## src/rtl/shift_seq.sv

```systemverilog
// ============================================================================
// Module   : shift_seq
// Purpose  : Multi-cycle WIDTH-generic rotate-through-carry / shift unit,
//            one bit per clock, start/busy/done handshake.
// Revision : 1.0 - initial release
// ============================================================================
`default_nettype none

module shift_seq #(
    parameter int WIDTH = 8,
    parameter int AW    = $clog2(WIDTH + 2)
) (
    input  logic             clk,
    input  logic             rst_n,
    input  logic             start,
    input  logic [1:0]       mode,
    input  logic [AW-1:0]    amount,
    input  logic             c_in,
    input  logic [WIDTH-1:0] oprd,
    output logic             busy,
    output logic             done,
    output logic [WIDTH-1:0] s_out,
    output logic             c_out
);

    localparam logic [1:0] c_st_idle  = 2'd0;
    localparam logic [1:0] c_st_shift = 2'd1;
    localparam logic [1:0] c_st_done  = 2'd2;

    localparam logic [1:0] c_md_rrf = 2'b00;
    localparam logic [1:0] c_md_rlf = 2'b01;
    localparam logic [1:0] c_md_asr = 2'b10;
    localparam logic [1:0] c_md_lsl = 2'b11;

    localparam logic [AW-1:0] c_cnt_one = AW'(1);

    logic [1:0]       r_state;
    logic [1:0]       w_state_nxt;
    logic [WIDTH-1:0] r_work;
    logic             r_wc;
    logic [AW-1:0]    r_cnt;
    logic [1:0]       r_md;
    logic [WIDTH-1:0] r_s_out;
    logic             r_c_out;
    logic [WIDTH-1:0] w_step_work;
    logic             w_step_wc;

    // State register
    always_ff @(posedge clk) begin
        if (!rst_n) begin
            r_state <= c_st_idle;
        end else begin
            r_state <= w_state_nxt;
        end
    end

    // Next-state logic
    always_comb begin
        w_state_nxt = r_state;
        case (r_state)
            c_st_idle: begin
                if (start) begin
                    w_state_nxt = (amount != '0) ? c_st_shift : c_st_done;
                end
            end
            c_st_shift: begin
                if (r_cnt == c_cnt_one) begin
                    w_state_nxt = c_st_done;
                end
            end
            c_st_done: w_state_nxt = c_st_idle;
            default:   w_state_nxt = c_st_idle;
        endcase
    end

    // Output decode, taken straight from the state register
    always_comb begin
        busy = (r_state != c_st_idle);
        done = (r_state == c_st_done);
    end

    // One-bit step on the {carry, work} pair
    always_comb begin
        w_step_work = r_work;
        w_step_wc   = r_wc;
        case (r_md)
            c_md_rlf: {w_step_wc, w_step_work} = {r_work, r_wc};
            c_md_rrf: {w_step_wc, w_step_work} = {r_work[0], r_wc, r_work[WIDTH-1:1]};
            c_md_lsl: {w_step_wc, w_step_work} = {r_work, 1'b0};
            c_md_asr: {w_step_wc, w_step_work} = {r_work[0], r_work[WIDTH-1], r_work[WIDTH-1:1]};
            default:  {w_step_wc, w_step_work} = {r_wc, r_work};
        endcase
    end

    // Result registers are written on the edge that enters DONE so the new
    // value is visible in the same cycle as the done pulse.
    always_ff @(posedge clk) begin
        if (!rst_n) begin
            r_work  <= '0;
            r_wc    <= 1'b0;
            r_cnt   <= '0;
            r_md    <= 2'b00;
            r_s_out <= '0;
            r_c_out <= 1'b0;
        end else begin
            case (r_state)
                c_st_idle: begin
                    if (start) begin
                        r_work <= oprd;
                        r_wc   <= c_in;
                        r_md   <= mode;
                        r_cnt  <= amount;
                        if (amount == '0) begin
                            r_s_out <= oprd;
                            r_c_out <= c_in;
                        end
                    end
                end
                c_st_shift: begin
                    r_work <= w_step_work;
                    r_wc   <= w_step_wc;
                    r_cnt  <= r_cnt - c_cnt_one;
                    if (r_cnt == c_cnt_one) begin
                        r_s_out <= w_step_work;
                        r_c_out <= w_step_wc;
                    end
                end
                default: ;
            endcase
        end
    end

    assign s_out = r_s_out;
    assign c_out = r_c_out;

endmodule

`default_nettype wire

```

## config.mk

```make
export PLATFORM = sky130hd
export DESIGN_NAME = shift_seq
export DESIGN_NICKNAME = d
export VERILOG_FILES = /design/src/rtl/shift_seq.sv
export SDC_FILE = /design/constraint.sdc
export NUM_CORES = 1
export LEC_CHECK = 0
export ABC_CLOCK_PERIOD_IN_PS = 1310
export CAP_MARGIN = 20
export CORE_MARGIN = 2
export CORE_UTILIZATION = 35
export CTS_CLUSTER_SIZE = 10
export DETAILED_ROUTE_END_ITERATION = 8
export GPL_TIMING_DRIVEN = 1
export SYNTH_ARGS = -nofsm -noshare
export SYNTH_HDL_FRONTEND = slang
export SYNTH_SLANG_ARGS = --single-unit
```

## constraint.sdc

```tcl
create_clock -name clk -period 1.31 [get_ports clk]
set_input_delay 0.393 -clock clk [delete_from_list [all_inputs] [get_ports clk]]
set_output_delay 0.393 -clock clk [all_outputs]
set_load 0.03 [all_outputs]
```

# Yosys cells after proc, flatten, opt, wreduce, memory -nomap -nowiden
# Index checks and enable logic that the tools add are counted.
# word_totals
register_bits	26
input_bits	18
out_inout_bits	11
word_cells	49
# op_classes
add_sub_neg	1
eq_ne	9
n_mux	20
reduce_logical	12
# op_table
op	count
two-way mux 8 bit	4
case mux 8 bit (2 select lines)	2
case mux 8 bit (4 select lines)	1
case mux 4 bit (2 select lines)	1
equality test 2 bit, second input constant	3
two-way mux 2 bit	3
!= test 2 bit, second input constant	3
case mux 1 bit (2 select lines)	3
AND reduction 2 bit	3
equality test 2 x 1 -> 1 bit, second input constant	2
equality test 4 x 1 -> 1 bit, second input constant	1
zero test 2 bit	2
zero test 4 bit	1
two-way mux 1 bit	4
two-way mux 4 bit	1
case mux 2 bit (2 select lines)	1
AND reduction 4 bit	1
nonzero test 2 bit	2
nonzero test 4 bit	1
OR reduction 2 bit	2
subtractor 4 x 1 -> 4 bit, second input constant	1

# Logic depth before layout (Yosys ltp)
# Gate-level depths: netlist (run 1).
# logic_depth
ltp_word	5
mapped_depth	7
ltp_nobuf	6

# Worst setup path before layout (run 1)
# Ideal clock, no wire load.
# synth_timing
path_type	register to register
start	reg r_cnt[1]
end	reg r_c_out (netlist: c_out)
setup_time_ps	116
arrival_ps	1283
t_required_ps	1194
slack_ps	-89
stages_incl_launch_ff	8
path_buffers	1
synth_period_minus_slack_ps	1399
path_cell_list	dfxtp_1 -> inv_1 -> ha_1 -> nor3b_1 -> a22o_4 -> buf_12 -> mux2i_1 -> nor2b_1
# synth_via
elab_chain_cells	3
# synth_rtl
item	line_no	source
from (decl)	41	logic [AW-1:0] r_cnt;
from (signal assigned)	112	r_cnt <= amount;
from (signal assigned)	122	r_cnt <= r_cnt - c_cnt_one;
equality test 4 x 1 -> 1 bit	123	if (r_cnt == c_cnt_one) begin
!= test 2 bit (no line)	-	
AND reduction 4 bit (no line)	-	
to (signal assigned)	115	r_c_out <= c_in;
to (signal assigned)	125	r_c_out <= w_step_wc;
to (decl)	44	logic r_c_out;
# Every way passes these cells.
# A chain may end at the register's enable or synchronous reset.

# Final worst setup path (run 1)
# layout_timing
start	reg r_state[1]
end	out done
# layout_via
elab_chain_cells	1
# layout_rtl
item	line_no	source
from (decl)	37	logic [1:0] r_state;
from (signal assigned)	51	r_state <= c_st_idle;
from (signal assigned)	53	r_state <= w_state_nxt;
equality test 2 bit	79	done = (r_state == c_st_done);
to (decl)	21	output logic done,
# Every way passes these cells.

==> results of run 1 <==
flip-flops by register name, indices dropped and copies added, names as in the netlist:
| name | count |
|---|---|
| r_work | 8 |
| s_out | 8 |
| r_cnt | 4 |
| r_md | 2 |
| r_state | 2 |
| c_out | 1 |
| r_wc | 1 |
per-stage QoR:
| stage | utilization | worst slack, ns |
|---|---|---|
| after floorplan | - | -0.01896 |
| after global placement | 0.4795 | -0.5382 |
| after detailed placement | 0.4795 | -0.6188 |
| after CTS | 0.5199 | -0.1691 |
| after global routing | 0.5825 | -0.1983 |
| final | 0.5825 | -0.1648 |
per-layer routing:
layer  vias to the layer above  global-route usage
met4                         0             0.07143
met2                        26              0.2750
met5                         -                   0
li1                        613                   -
met3                         6             0.02385
met1                       588              0.2006
final cells by class:
class                           instances  area (um2)
Sequential cell                        26       531.8
Tap cell                               48       60.06
Clock buffer                            3       41.29
Inverter                                4       15.01
Multi-Input combinational cell        107       927.1
Timing Repair Buffer                   58       559.3
Fill cell                             330        1551
Clock inverter                          1       30.03
cell families (layout without fill, tap and decap cells):
logic type,count (synthesis),count (layout),share of synthesized area
fa+ha+maj,2,2,0.01835
mux,22,22,0.1771
simple gates,52,52,0.1991
flops,26,26,0.3817
buf+inv,12,66,0.06513
compound gates,30,31,0.1587
synth_stat cells:
cell type / number
o211ai_1: 2
mux2_2: 13
a21boi_0: 10
a311oi_1: 1
a31oi_1: 1
nor2_1: 4
and2_1: 3
dfxtp_1: 26
a211oi_1: 2
nand2_1: 24
clkbuf_1: 3
mux2_4: 1
a21oi_1: 3
o21ai_0: 5
nand3_1: 2
buf_8: 1
nor3_1: 2
o22ai_1: 1
nor2b_1: 7
nand2b_1: 2
buf_6: 2
a22o_4: 1
nor4_2: 1
and2b_2: 1
inv_1: 4
ha_1: 2
a2bb2oi_1: 1
buf_12: 1
nor3b_1: 2
nor3b_2: 1
a21boi_1: 2
nor2b_2: 1
buf_2: 1
or2_2: 1
o2111ai_1: 1
mux2i_1: 8
nand3b_1: 1
power by group through the flow:
stage / registers, W / clock network (W) / logic, W
detailed placement: 0.000929 / 0 / 0.000528
finish: 0.000916 / 0.000674 / 0.000725
floorplan: 0.000939 / 0 / 0.000319
CTS: 0.000909 / 0.000691 / 0.000573
global route: 0.000926 / 0.000716 / 0.000775
global placement: 0.000926 / 0 / 0.000519
timing repair:
item,4_1_cts,5_1_grt
pin swaps,2,11
gates cloned,1,1
buffers inserted,3,9
resized for setup,17,45
setup endpoints to repair,25,23
how the worst max path moves through the flow:
stage                            startpoint                     to  slack, ns  cells after the start
CTS                 r_state[0]$_SDFFE_PN0P_                   done      -0.17                      3
global route        r_state[1]$_SDFFE_PN0P_                   done      -0.20                      3
floorplan                         amount[0]     c_out$_SDFFE_PN0P_      -0.02                      5
detailed placement                amount[0]  s_out[6]$_SDFFE_PN0P_      -0.62                      5
finish              r_state[1]$_SDFFE_PN0P_                   done      -0.16                      3
global placement                  amount[0]  s_out[1]$_SDFFE_PN0P_      -0.54                      5
worst min-delay path: stages (launching register included):
cell	delay (ns)
dfxtp_1	0.33
nand2_1	0.06
a21boi_1	0.05
layout by cell type, fill, tap and decap left out, drive strengths merged, types with 4 or more instances in the layout:
cell type / count
clkdlybuf4s50: 12
o21ai: 5
nand2: 24
mux2i: 8
nor2: 4
clkbuf: 6
inv: 4
mux2: 14
buf: 40
a21boi: 12
dfxtp: 26
nor2b: 8
==> qor.yml, run 1 <==
status:
  status: "complete, but fails checks"
  violations: "negative setup slack"
power_and_ir_drop:
  p_switching_w: 0.0006464
  combPwrFrac: 0.313
  peakVddDrop_v: 0.0005676
  internal_power_w: 0.001669
  p_per_area_nw_per_um2: 1070
  p_leak_nw: 0.8849
  pwr-share-seq: 0.396
  swShare: 0.2792
  power_frac_clock: 0.291
  p_total_w: 0.002315
detailed_routing:
  dr_wl_met2_um: 1866
  route.met3.wl_um: 120
  ant_nets: 0
  dr.max_layer_used: "met4"
  vias_per_cell: 4.992
  firstDrtPassIters: 4
  routed_wl_um: 3758
  drt-initial-drc-count: 70
  wl_met1_um: 1706
  via_count: 1233
  wl_per_cell_um: 15.21
  drcViolationCount: 0
timing:
  fin_ws_ns: -0.1648
  tightest_slew_ns: 0.3021
  fmax_mhz: 678.0
  drv_slew: 0
  hold_viol_final: 0
  final.setup.tns_ns: -1.144
  max_slew_margin: 0.7971
  layout_min_cycle_time_ns: 1.475
  clock_skew_ns: 0.008282
  hold_ws_ns: 0.4797
  rsz0062_at_grt: "yes"
  fin_crit_sh: 1.126
  setup_viol: 13
synth:
  synth-seq-cells: 26
  yosys-top-cells-area: "dfxtp_1, mux2_2, nand2_1"
  synth_nets: 164
  synth_top_area_frac: 0.3817
  yosys_warnings: 0
  synth_top_area_cell: "dfxtp_1"
  ys_seq_area_frac: 0.3817
  synthCells: 144
  syn_area_um2: 1364
  synth.avg_cell_area_um2: 9.471
  synth_cell_types: 37
floorplan:
  dieArea_um2: 4412
  core-area_um2: 3716
  dieWidth_um: 66.42
  die_y_um: 66.42
  start_util: 0.3670
  rows: 22
  io_pins: 29
critical_path:
  crit_arrival_ns: 1.08
  r2r_start: "r_cnt[1]$_SDFFE_PN0P_"
  crit_required_ns: 0.92
  critPathMaxStageDelay_ns: 0.38
  crit_path_end_kind: "primary output"
  rr_endpoint: "s_out[7]$_SDFFE_PN0P_"
  path_max_fanout: 5
  cp-start-kind: "register"
  path_common_cell: "buf_6"
  worstRegToRegCells: 8
  path_buf_inv: 2
  criticalPathCategory: "register to primary output"
  path_cells: "buf_6 -> and2b_2 -> buf_6"
  critical_path.top_delay_family: "flip-flops"
  r2r_setup_slack_ns: -0.16
  cp_slowest_cell: "dfxtp_4"
grt:
  grt_pass1_wl_um: 5402
  grt_max_degree: 28
  grt_remaining_overflow: 0
  grt_pass1_vias: 1164
  grt_util_all_layers: 0.1618
  grt_antenna_before_repair: 0
cells_and_area:
  fin_cells: 247
  layout-drive-gt1-share: 0.4422
  diodes: 0
  nets: 220
  final_area_um2: 2165
  areaGrowthSynthToFinish_pct: 58.72
clock_network:
  clock_latency_ns: 0.28
  ctsHtreeMaxLevel: 1
  cts_buffers: 3
  clk_pin_slew_ns: 0.10
  cts_hold_buffers: 0
  clock_sinks: 26
  cts_tree: "done"
  cts-root-buf: "clkbuf_8"
  clock_path_buffers: 2
placement:
  dpl.hpwl_um: 2213
  port_buffers: 28
  dp_cells: 230
  gp_congestion: 0.7884
  placed_cell_area_um2: 1782
hold_path:
  min_path_cells: 2
  min_from: "r_work[3]$_SDFFE_PN0P_"
  hp-class: "register to register"
  worst_hold_path.endpoint: "r_work[3]$_SDFFE_PN0P_"
flow_run:
  drv_cap: 0
Note: power is estimated with default switching activity, not from simulation.
==> inputs of run 2 (changes only) <==
--- a/config.mk
+++ b/config.mk
@@ -5,7 +5,6 @@
 export SDC_FILE = /design/constraint.sdc
 export NUM_CORES = 1
 export LEC_CHECK = 0
-export ABC_CLOCK_PERIOD_IN_PS = 1310
 export CAP_MARGIN = 20
 export CORE_MARGIN = 2
 export CORE_UTILIZATION = 35
==> results of run 2 <==
No change in the layout: final DEF, timing and power equal those of run 1.
==> inputs of run 3 (changes only) <==
--- a/config.mk
+++ b/config.mk
@@ -6,11 +6,13 @@
 export NUM_CORES = 1
 export LEC_CHECK = 0
 export CAP_MARGIN = 20
+export CORE_ASPECT_RATIO = 1.4
 export CORE_MARGIN = 2
 export CORE_UTILIZATION = 35
 export CTS_CLUSTER_SIZE = 10
 export DETAILED_ROUTE_END_ITERATION = 8
 export GPL_TIMING_DRIVEN = 1
+export RECOVER_POWER = 25
 export SYNTH_ARGS = -nofsm -noshare
 export SYNTH_HDL_FRONTEND = slang
 export SYNTH_SLANG_ARGS = --single-unit
==> qor.yml, run 3 (synthesized netlist as in run 1, its figures left out) <==
clock_network:
  cts_buffers: 3
  cts-root-buf: "clkbuf_8"
  clock_sinks: 26
  clk_pin_slew_ns: 0.09
  clock_path_buffers: 2
  ctsHtreeMaxLevel: 1
  clock_latency_ns: 0.27
  cts_tree: "done"
  cts_hold_buffers: 0
detailed_routing:
  vias_per_cell: 5.187
  ant_nets: 0
  wl_per_cell_um: 14.94
  via_count: 1250
  routed_wl_um: 3600
  drt-initial-drc-count: 22
  firstDrtPassIters: 4
  drcViolationCount: 0
timing:
  fin_crit_sh: 1.132
  max_slew_margin: 0.8076
  final.setup.tns_ns: -0.7485
  fmax_mhz: 674.6
  hold_viol_final: 0
  tightest_slew_ns: 0.2887
  rsz0062_at_grt: "yes"
  setup_viol: 11
  clock_skew_ns: 0.001404
  layout_min_cycle_time_ns: 1.482
  fin_ws_ns: -0.1723
  drv_slew: 0
critical_path:
  path_common_cell: "buf_6"
  cp_slowest_cell: "dfxtp_2"
  crit_required_ns: 0.92
  critPathMaxStageDelay_ns: 0.35
  path_max_fanout: 6
  criticalPathCategory: "register to primary output"
  cp-start-kind: "register"
  path_cells: "buf_6 -> and2b_2 -> buf_6"
  crit_arrival_ns: 1.09
  crit_path_end_kind: "primary output"
floorplan:
  io_pins: 29
  die_y_um: 77.86
  dieWidth_um: 56.76
  core-area_um2: 3709
  rows: 26
  dieArea_um2: 4419
  start_util: 0.3677
grt:
  grt_max_degree: 28
  grt_antenna_before_repair: 0
  grt_util_all_layers: 0.1683
  grt_pass1_wl_um: 5816
  grt_remaining_overflow: 0
  grt_pass1_vias: 1262
status:
  violations: "negative setup slack"
  status: "complete, but fails checks"
placement:
  dpl.hpwl_um: 2337
  gp_congestion: 0.8375
  port_buffers: 28
  pre_cts_ws_ns: -0.6076
  placed_cell_area_um2: 1789
flow_run:
  drv_cap: 0
cells_and_area:
  nets: 221
  layout_common_cells: "buf_4, dfxtp_1, nand2_1, mux2_4, clkdlybuf4s50_1"
  layout_commonest_cell: "buf_4"
  diodes: 0
  layout-drive-gt1-share: 0.4623
  utilization: 0.5725
  areaGrowthSynthToFinish_pct: 55.69
  final_area_um2: 2123
hold_path:
  hp-class: "register to register"
power_and_ir_drop:
  p_per_area_nw_per_um2: 977.6
  p_leak_nw: 0.8677
  peakVddDrop_v: 0.0005908
[run 3: changes by cell type in the layout (fill, tap and decap cells not counted), moves of 2 or more]
| cell | delta |
|---|---|
| a21boi_0 | -2 |
| dlygate4sd2_1 | +2 |
| nand2_2 | +3 |
| a21boi_1 | +2 |
| nand2_1 | -3 |
[run 3: stage by stage]
step | hold WS [ns] | total power [W] | cells
final | 0.4541 | 0.002076 | 241
after global routing | 0.4916 | 0.002178 | 241
after CTS | 0.4677 | 0.002036 | 239
after detailed placement | 0.4547 | 0.001465 | 226
after global placement | 0.4457 | 0.001452 | 226
after floorplan | 0.4474 | 0.001257 | 144
[run 3: metal layers]
| layer | vias to the layer above | GRT usage | part of all wire |
|---|---|---|---|
| li1 | 614 | - | - |
| met1 | 602 | 0.1961 | 0.41 |
| met2 | 27 | 0.3012 | 0.53 |
| met3 | 7 | 0.01833 | 0.042 |
| met4 | 0 | 0.07907 | 0.023 |
| met5 | - | 0 | 0 |
[run 3: area by class of cell]
cell class                 count  area (um2)
multi-input combinational    107       940.9
timing repair buffer          59       541.8
tap                           42       52.55
inverter                       4       15.01
fill                         342        1585
clock buffer                   3       41.29
sequential                    26       531.8
[run 3: path summary, 6_finish.rpt]
kind	endpoint	slack (ns)	from	cells after the start
worst max-delay path	done	-0.17	r_state[0]$_SDFFE_PN0P_	3
worst min-delay path	s_out[0]$_SDFFE_PN0P_	0.45	s_out[0]$_SDFFE_PN0P_	2
worst max register to register	s_out[2]$_SDFFE_PN0P_	-0.07	r_state[1]$_SDFFE_PN0P_	6
worst min register to register	s_out[0]$_SDFFE_PN0P_	0.45	s_out[0]$_SDFFE_PN0P_	2
[run 3: worst max-delay path, delay by kind of cell (launching register included)]
kind	cells	cell delay, ns
DFF	1	0.35
buffers and inverters	2	0.25
and+or+nand+nor	1	0.22
[run 3: what timing repair did]
item                       CTS  global route
setup buffers                9             3
setup endpoints to repair   22            22
hold endpoints to repair     0             0
gates cloned                 1             0
pin swaps                    5             9
resized for setup           38            29
[run 3: where the power goes]
part | switching [W] | leakage, nW | internal [W] | total, W
registers | 0.0000557 | 0.215 | 0.000854 | 0.000909
clock network | 0.000251 | 0.0216 | 0.000207 | 0.000457
logic | 0.000315 | 0.631 | 0.000394 | 0.000709
total | 0.000621 | 0.868 | 0.00145 | 0.00208
